## config.mk

```make
export PLATFORM = sky130hd
export DESIGN_NAME = cost_port_arbiter_flat
export DESIGN_NICKNAME = d
export VERILOG_FILES = /design/src/rtl/cost_port_if.sv /design/src/rtl/cost_port_arbiter.sv /design/src/flat_wrapper.sv
export SDC_FILE = /design/constraint.sdc
export NUM_CORES = 1
export LEC_CHECK = 0
export ABC_AREA = 1
export ABC_CLOCK_PERIOD_IN_PS = 2300
export CAP_MARGIN = 15
export CORE_ASPECT_RATIO = 0.9
export CORE_MARGIN = 1
export CORE_UTILIZATION = 48
export DETAILED_ROUTE_END_ITERATION = 8
export HOLD_SLACK_MARGIN = 0.12
export PLACE_DENSITY_LB_ADDON = 0.12
export SYNTH_ARGS = -nofsm -noshare
export SYNTH_HDL_FRONTEND = slang
export SYNTH_SLANG_ARGS = --single-unit
```

## constraint.sdc

```tcl
create_clock -name CLK -period 2.3 [get_ports CLK]
set_clock_uncertainty 0.2 [all_clocks]
set_input_delay 0.69 -clock CLK [delete_from_list [all_inputs] [get_ports CLK]]
set_output_delay 0.69 -clock CLK [all_outputs]
set_load 0.02 [all_outputs]
```

## src/rtl/cost_port_if.sv

```systemverilog
// Shared Cost lookup port bundle between the two permutation engines and the arbiter.
interface cost_port_if;
  logic [1:0] req;
  logic [1:0] req_last;
  logic [5:0] req_w;
  logic [5:0] req_j;
  logic [1:0] gnt;
  logic [2:0] W;
  logic [2:0] J;
  logic [6:0] Cost;
  logic [1:0] rsp_valid;
  logic [6:0] rsp_cost;
  logic       rsp_last;
  logic       busy;
  logic       err_timeout;

  // Arbiter side
  modport slave (
    input  req, req_last, req_w, req_j, Cost,
    output gnt, W, J, rsp_valid, rsp_cost, rsp_last, busy, err_timeout
  );

  // Engine / cost-table side
  modport master (
    output req, req_last, req_w, req_j, Cost,
    input  gnt, W, J, rsp_valid, rsp_cost, rsp_last, busy, err_timeout
  );
endinterface

```

## src/rtl/cost_port_arbiter.sv

```systemverilog
// Round-robin, burst-locking arbiter for the shared Cost lookup port.
// state | meaning
// IDLE  | no owner; grant the sole requester, or engine rr on contention
// OWNED | port locked to owner until its last beat or watchdog expiry
module cost_port_arbiter #(
  parameter int unsigned LOCK_TIMEOUT = 16
) (
  input  logic        CLK,
  input  logic        RST,
  cost_port_if.slave  bus
);

  localparam logic [7:0] TO_LAST = 8'(LOCK_TIMEOUT - 1);

  typedef enum logic {IDLE = 1'b0, OWNED = 1'b1} state_t;

  state_t     state_q, state_d;
  logic       owner_q, owner_d;
  logic       rr_q, rr_d;
  logic [7:0] idle_cnt_q, idle_cnt_d;
  logic       err_q, err_d;

  logic       winner;
  logic       accept;
  logic       beat_last;
  logic [1:0] gnt;

  logic [2:0] w_q, j_q;
  logic       s1_valid_q, s1_tag_q, s1_last_q;
  logic [1:0] rsp_valid_q;
  logic [6:0] rsp_cost_q;
  logic       rsp_last_q;

  // Grant selection, lock tracking and watchdog next-state logic.
  always_comb begin
    state_d    = state_q;
    owner_d    = owner_q;
    rr_d       = rr_q;
    idle_cnt_d = idle_cnt_q;
    err_d      = 1'b0;
    winner     = rr_q;
    gnt        = 2'b00;

    unique case (state_q)
      IDLE: begin
        case (bus.req)
          2'b01:   winner = 1'b0;
          2'b10:   winner = 1'b1;
          default: winner = rr_q;
        endcase
        if (bus.req != 2'b00) gnt = winner ? 2'b10 : 2'b01;
      end
      OWNED: begin
        // Non-owner is locked out even if it requests.
        winner = owner_q;
        gnt    = owner_q ? {bus.req[1], 1'b0} : {1'b0, bus.req[0]};
      end
      default: ;
    endcase

    accept    = |(bus.req & gnt);
    beat_last = bus.req_last[winner];

    unique case (state_q)
      IDLE: begin
        if (accept) begin
          if (beat_last) begin
            rr_d = ~winner;
          end else begin
            state_d    = OWNED;
            owner_d    = winner;
            idle_cnt_d = 8'd0;
          end
        end
      end
      OWNED: begin
        if (accept) begin
          if (beat_last) begin
            state_d = IDLE;
            rr_d    = ~owner_q;
          end else begin
            idle_cnt_d = 8'd0;
          end
        end else if (idle_cnt_q == TO_LAST) begin
          // A resumed request in this same cycle wins over the timeout.
          state_d = IDLE;
          rr_d    = ~owner_q;
          err_d   = 1'b1;
        end else begin
          idle_cnt_d = idle_cnt_q + 8'd1;
        end
      end
      default: ;
    endcase
  end

  // Arbitration state registers.
  always_ff @(posedge CLK or posedge RST) begin
    if (RST) begin
      state_q    <= IDLE;
      owner_q    <= 1'b0;
      rr_q       <= 1'b0;
      idle_cnt_q <= 8'd0;
      err_q      <= 1'b0;
    end else begin
      state_q    <= state_d;
      owner_q    <= owner_d;
      rr_q       <= rr_d;
      idle_cnt_q <= idle_cnt_d;
      err_q      <= err_d;
    end
  end

  // Two-stage lookup pipeline: W/J issue with tag, then Cost capture and routing.
  always_ff @(posedge CLK or posedge RST) begin
    if (RST) begin
      w_q         <= 3'd0;
      j_q         <= 3'd0;
      s1_valid_q  <= 1'b0;
      s1_tag_q    <= 1'b0;
      s1_last_q   <= 1'b0;
      rsp_valid_q <= 2'b00;
      rsp_cost_q  <= 7'd0;
      rsp_last_q  <= 1'b0;
    end else begin
      s1_valid_q <= accept;
      if (accept) begin
        w_q       <= winner ? bus.req_w[5:3] : bus.req_w[2:0];
        j_q       <= winner ? bus.req_j[5:3] : bus.req_j[2:0];
        s1_tag_q  <= winner;
        s1_last_q <= beat_last;
      end
      if (s1_valid_q) begin
        rsp_valid_q <= s1_tag_q ? 2'b10 : 2'b01;
        rsp_cost_q  <= bus.Cost;
        rsp_last_q  <= s1_last_q;
      end else begin
        rsp_valid_q <= 2'b00;
      end
    end
  end

  assign bus.gnt         = gnt;
  assign bus.W           = w_q;
  assign bus.J           = j_q;
  assign bus.rsp_valid   = rsp_valid_q;
  assign bus.rsp_cost    = rsp_cost_q;
  assign bus.rsp_last    = rsp_last_q;
  assign bus.busy        = (state_q == OWNED);
  assign bus.err_timeout = err_q;

endmodule

```

## src/flat_wrapper.sv

```systemverilog
// flat-port wrapper written by rule: the top's interface ports become plain ports
module cost_port_arbiter_flat 
#(
  parameter int unsigned LOCK_TIMEOUT = 16
)
  (CLK, RST, bus_req, bus_req_last, bus_req_w, bus_req_j, bus_Cost, bus_gnt, bus_W, bus_J, bus_rsp_valid, bus_rsp_cost, bus_rsp_last, bus_busy, bus_err_timeout);
  cost_port_if bus_i ();
  input  logic CLK;
  input  logic RST;
  input wire logic [$bits(bus_i.req)-1:0] bus_req;
  input wire logic [$bits(bus_i.req_last)-1:0] bus_req_last;
  input wire logic [$bits(bus_i.req_w)-1:0] bus_req_w;
  input wire logic [$bits(bus_i.req_j)-1:0] bus_req_j;
  input wire logic [$bits(bus_i.Cost)-1:0] bus_Cost;
  output wire logic [$bits(bus_i.gnt)-1:0] bus_gnt;
  output wire logic [$bits(bus_i.W)-1:0] bus_W;
  output wire logic [$bits(bus_i.J)-1:0] bus_J;
  output wire logic [$bits(bus_i.rsp_valid)-1:0] bus_rsp_valid;
  output wire logic [$bits(bus_i.rsp_cost)-1:0] bus_rsp_cost;
  output wire logic [$bits(bus_i.rsp_last)-1:0] bus_rsp_last;
  output wire logic [$bits(bus_i.busy)-1:0] bus_busy;
  output wire logic [$bits(bus_i.err_timeout)-1:0] bus_err_timeout;
  assign bus_i.req = bus_req;
  assign bus_i.req_last = bus_req_last;
  assign bus_i.req_w = bus_req_w;
  assign bus_i.req_j = bus_req_j;
  assign bus_i.Cost = bus_Cost;
  assign bus_gnt = bus_i.gnt;
  assign bus_W = bus_i.W;
  assign bus_J = bus_i.J;
  assign bus_rsp_valid = bus_i.rsp_valid;
  assign bus_rsp_cost = bus_i.rsp_cost;
  assign bus_rsp_last = bus_i.rsp_last;
  assign bus_busy = bus_i.busy;
  assign bus_err_timeout = bus_i.err_timeout;
  cost_port_arbiter #(.LOCK_TIMEOUT(LOCK_TIMEOUT)) u_core (.CLK(CLK), .RST(RST), .bus(bus_i));
endmodule
```

==> run_results.csv <==
group,metric,value,unit
global_route,grt_pass1_wl,6690,um
clocking,clk-insertion-delay-late,0.28,ns
synth,yosysTopAreaCellShare,46.9,%
route,met3WireLength,166,um
power,power_density,1360,mW/mm^2
synth,netlist_top_cells_area,"dfrtp_1, nand2_1, nand3_1",
global_route,grt_start_max_net_pins,32,
route,wl_met1,1730,um
floorplanning,ios,45,
route,routedWlPerCell,12.2,um
critical_path,critPathRequiredTime,1.41,ns
placed_design,numPortBuffers,44,
critical_path,startpoint,"bus_req[1]",
global_route,track_usage,23.8,%
min_path,min_path_type,"flip-flop to flip-flop",
synth,yosys_register_bits,31,
placed_design,gp_congestion,0.843,
timing,timing.fmax,412,MHz
floorplanning,rows,19,
global_route,gr-total-overflow,0,
synth,netlist_instances,202,
floorplanning,die_w,63.9,um
critical_path,endpoint_kind,"primary output",
route,wl_met2,1870,um
outcome,violations,"setup timing",
route,vias_per_cell,4.89,
critical_path,critPathMaxFanout,3,
power,p_total,3.34,mW
finish,area_delta_synth_final,48.7,%
timing,tightest_slew,0.387,ns
run,cap_violations,0,
timing,final_max_slew_viol_count,0,
timing,slew_headroom,74.2,%
route,firstDrtPassIters,5,
critical_path,cp-start-kind,"primary input",
timing,holdWs,0.273,ns
timing,setup_tns,-0.236,ns
clocking,clkSinkCount,31,
synth,synth-edff-count,0,
synth,yosysTopAreaCell,"dfrtp_1",
synth,ys_seq_area_share,46.9,%
timing,setup_viol,2,
critical_path,critPathArrivalTime,1.53,ns
floorplanning,coreArea,0.00316,sq mm
global_route,antenna_found_initial,0,
clocking,root_buffer,"clkbuf_8",
critical_path,crit_type,"primary input to primary output",
synth,synth_area,0.00166,sq mm
clocking,path_clk_slew,0.07,ns
synth,synth_common_cells,"nand2_1, dfrtp_1, inv_1",
global_route,grt_pass1_vias,1574,
finish,final_util,77.8,%
timing,timing.final.crit_share,105,%
clocking,cts_buffers,5,
outcome,status,"complete, but fails checks",
finish,finalNonFillerCells,314,
route,route.detailed.drc,0,
synth,dominantRegCellSynth,"dfrtp_1",
floorplanning,die_area,0.00369,sq mm
finish,num_antenna_cells,0,
finish,drive_gt1_share,23.9,%
clocking,h-tree-depth,2,
clocking,cts.path.max_buffers,2,
placed_design,hpwl,2660,um
power,ir_worst_vdd,0.737,mV
critical_path,r2r_start,"u_core.idle_cnt_q[0]",
min_path,hp-start,"u_core.bus.rsp_cost[1]",
timing,hold_viol,0,
power,p_leak,1.23,nW
synth,yosys_warnings,0,
synth,synth_most_common_cell,"nand2_1",
route,initialDrtViolationCount,63,
timing,period_minus_slack,2.42,ns
clocking,cts_tree,"done",
placed_design,dp.cells,303,
route,wirelength,3840,um
finish,finalNetCount,299,
route,vias,1537,
floorplanning,die_h,57.7,um
timing,setup_ws,-0.124,ns
route,routed.top_layer,"met4",
synth,synthArstFlopShare,100,%
route,ant_nets,0,
synth,avgSynthCellArea,8.19,sq um
timing,rsz0062_at_grt,"yes",
synth,synthDistinctLibCells,30,
synth,synthesis.nets,230,
floorplanning,start_util,52.4,%
## timing repair
item	CTS	global route
pin swaps	4	2
setup endpoints to repair	23	2
hold buffers	0	0
buffers inserted	2	1
resized for setup	29	1
## metrics by stage
| stage | setup WS, ns | instance area [sq um] |
|---|---|---|
| after global placement | -1.02 | 2300 |
| after CTS | -0.132 | 2450 |
| after global routing | -0.157 | 2460 |
| final | -0.124 | 2460 |
| after detailed placement | -1.06 | 2300 |
| after floorplan | 0.00971 | 1690 |
## power breakdown
part | internal (mW) | switching (mW)
combinational | 0.821 | 0.983
sequential | 0.779 | 0.193
clock | 0.350 | 0.208
total | 1.95 | 1.39
## kinds of logic (layout without fill, tap and decap cells)
| group | count (synthesis) | count (layout) | share of synthesized area (%) |
|---|---|---|---|
| xor+xnor | 4 | 4 | 2.12 |
| flops | 31 | 31 | 46.9 |
| fa+ha+maj | 3 | 3 | 2.27 |
| simple gates | 125 | 125 | 36.1 |
| compound gates | 13 | 13 | 5.37 |
| buf+inv | 26 | 96 | 7.33 |
## cell usage in the layout, fill, tap and decap left out, types with 2 or more instances in the layout
| cell | n |
|---|---|
| a31oi_1 | 6 |
| nand3_2 | 2 |
| clkbuf_8 | 6 |
| buf_6 | 3 |
| buf_4 | 19 |
| nand3_4 | 2 |
| nand3_1 | 15 |
| o21ai_2 | 3 |
| and2_4 | 2 |
| clkdlybuf4s50_1 | 39 |
| nand2_2 | 5 |
| xnor2_1 | 3 |
| nand2_1 | 76 |
| nand4_1 | 3 |
| dfrtp_1 | 30 |
| nand2_4 | 3 |
| inv_2 | 2 |
| inv_1 | 17 |
| buf_8 | 2 |
| nor2_2 | 4 |
| nor2_1 | 11 |
| inv_4 | 2 |
## cell type report
| type | instances | area (sq um) |
|---|---|---|
| Tap cell | 42 | 52.6 |
| Timing Repair Buffer | 65 | 626 |
| Clock buffer | 6 | 82.6 |
| Fill cell | 230 | 701 |
| Clock inverter | 2 | 35.0 |
| Sequential cell | 31 | 777 |
| Multi-Input combinational cell | 145 | 792 |
| Inverter | 23 | 96.3 |
## final timing paths
kind | slack [ns] | cells after the start | end
setup / recovery | -0.12 | 8 | bus_gnt[1]
hold / removal | 0.27 | 2 | u_core.bus.rsp_cost[1]
setup reg to reg | 0.47 | 9 | u_core.idle_cnt_q[2]
hold reg to reg | 0.27 | 2 | u_core.bus.rsp_cost[1]
max in group asynchronous | 1.01 | 3 | u_core.bus.busy
min in group asynchronous | 0.59 | 3 | u_core.bus.rsp_cost[5]
## critical path, stage by stage
cell and delay, ns:
buf_8 0.08, inv_4 0.03, ha_4 0.26, inv_2 0.04, nand2_2 0.08, nand3_4 0.09
and2_4 0.15, buf_6 0.12
## sequential cells by signal, summed over array words and instances (netlist names), 2 cells and up
register,count
u_core.bus.rsp_valid,2
u_core.idle_cnt_q,8
u_core.bus.rsp_cost,7
u_core.bus.W,3
u_core.bus.J,3
## per-layer routing
layer | vias up | global-route usage, %
li1 | 773 | -
met1 | 714 | 28.0
met2 | 40 | 41.5
met3 | 10 | 6.89
met4 | 0 | 8.77
met5 | - | 0
Power figures use the tool's default switching activity.
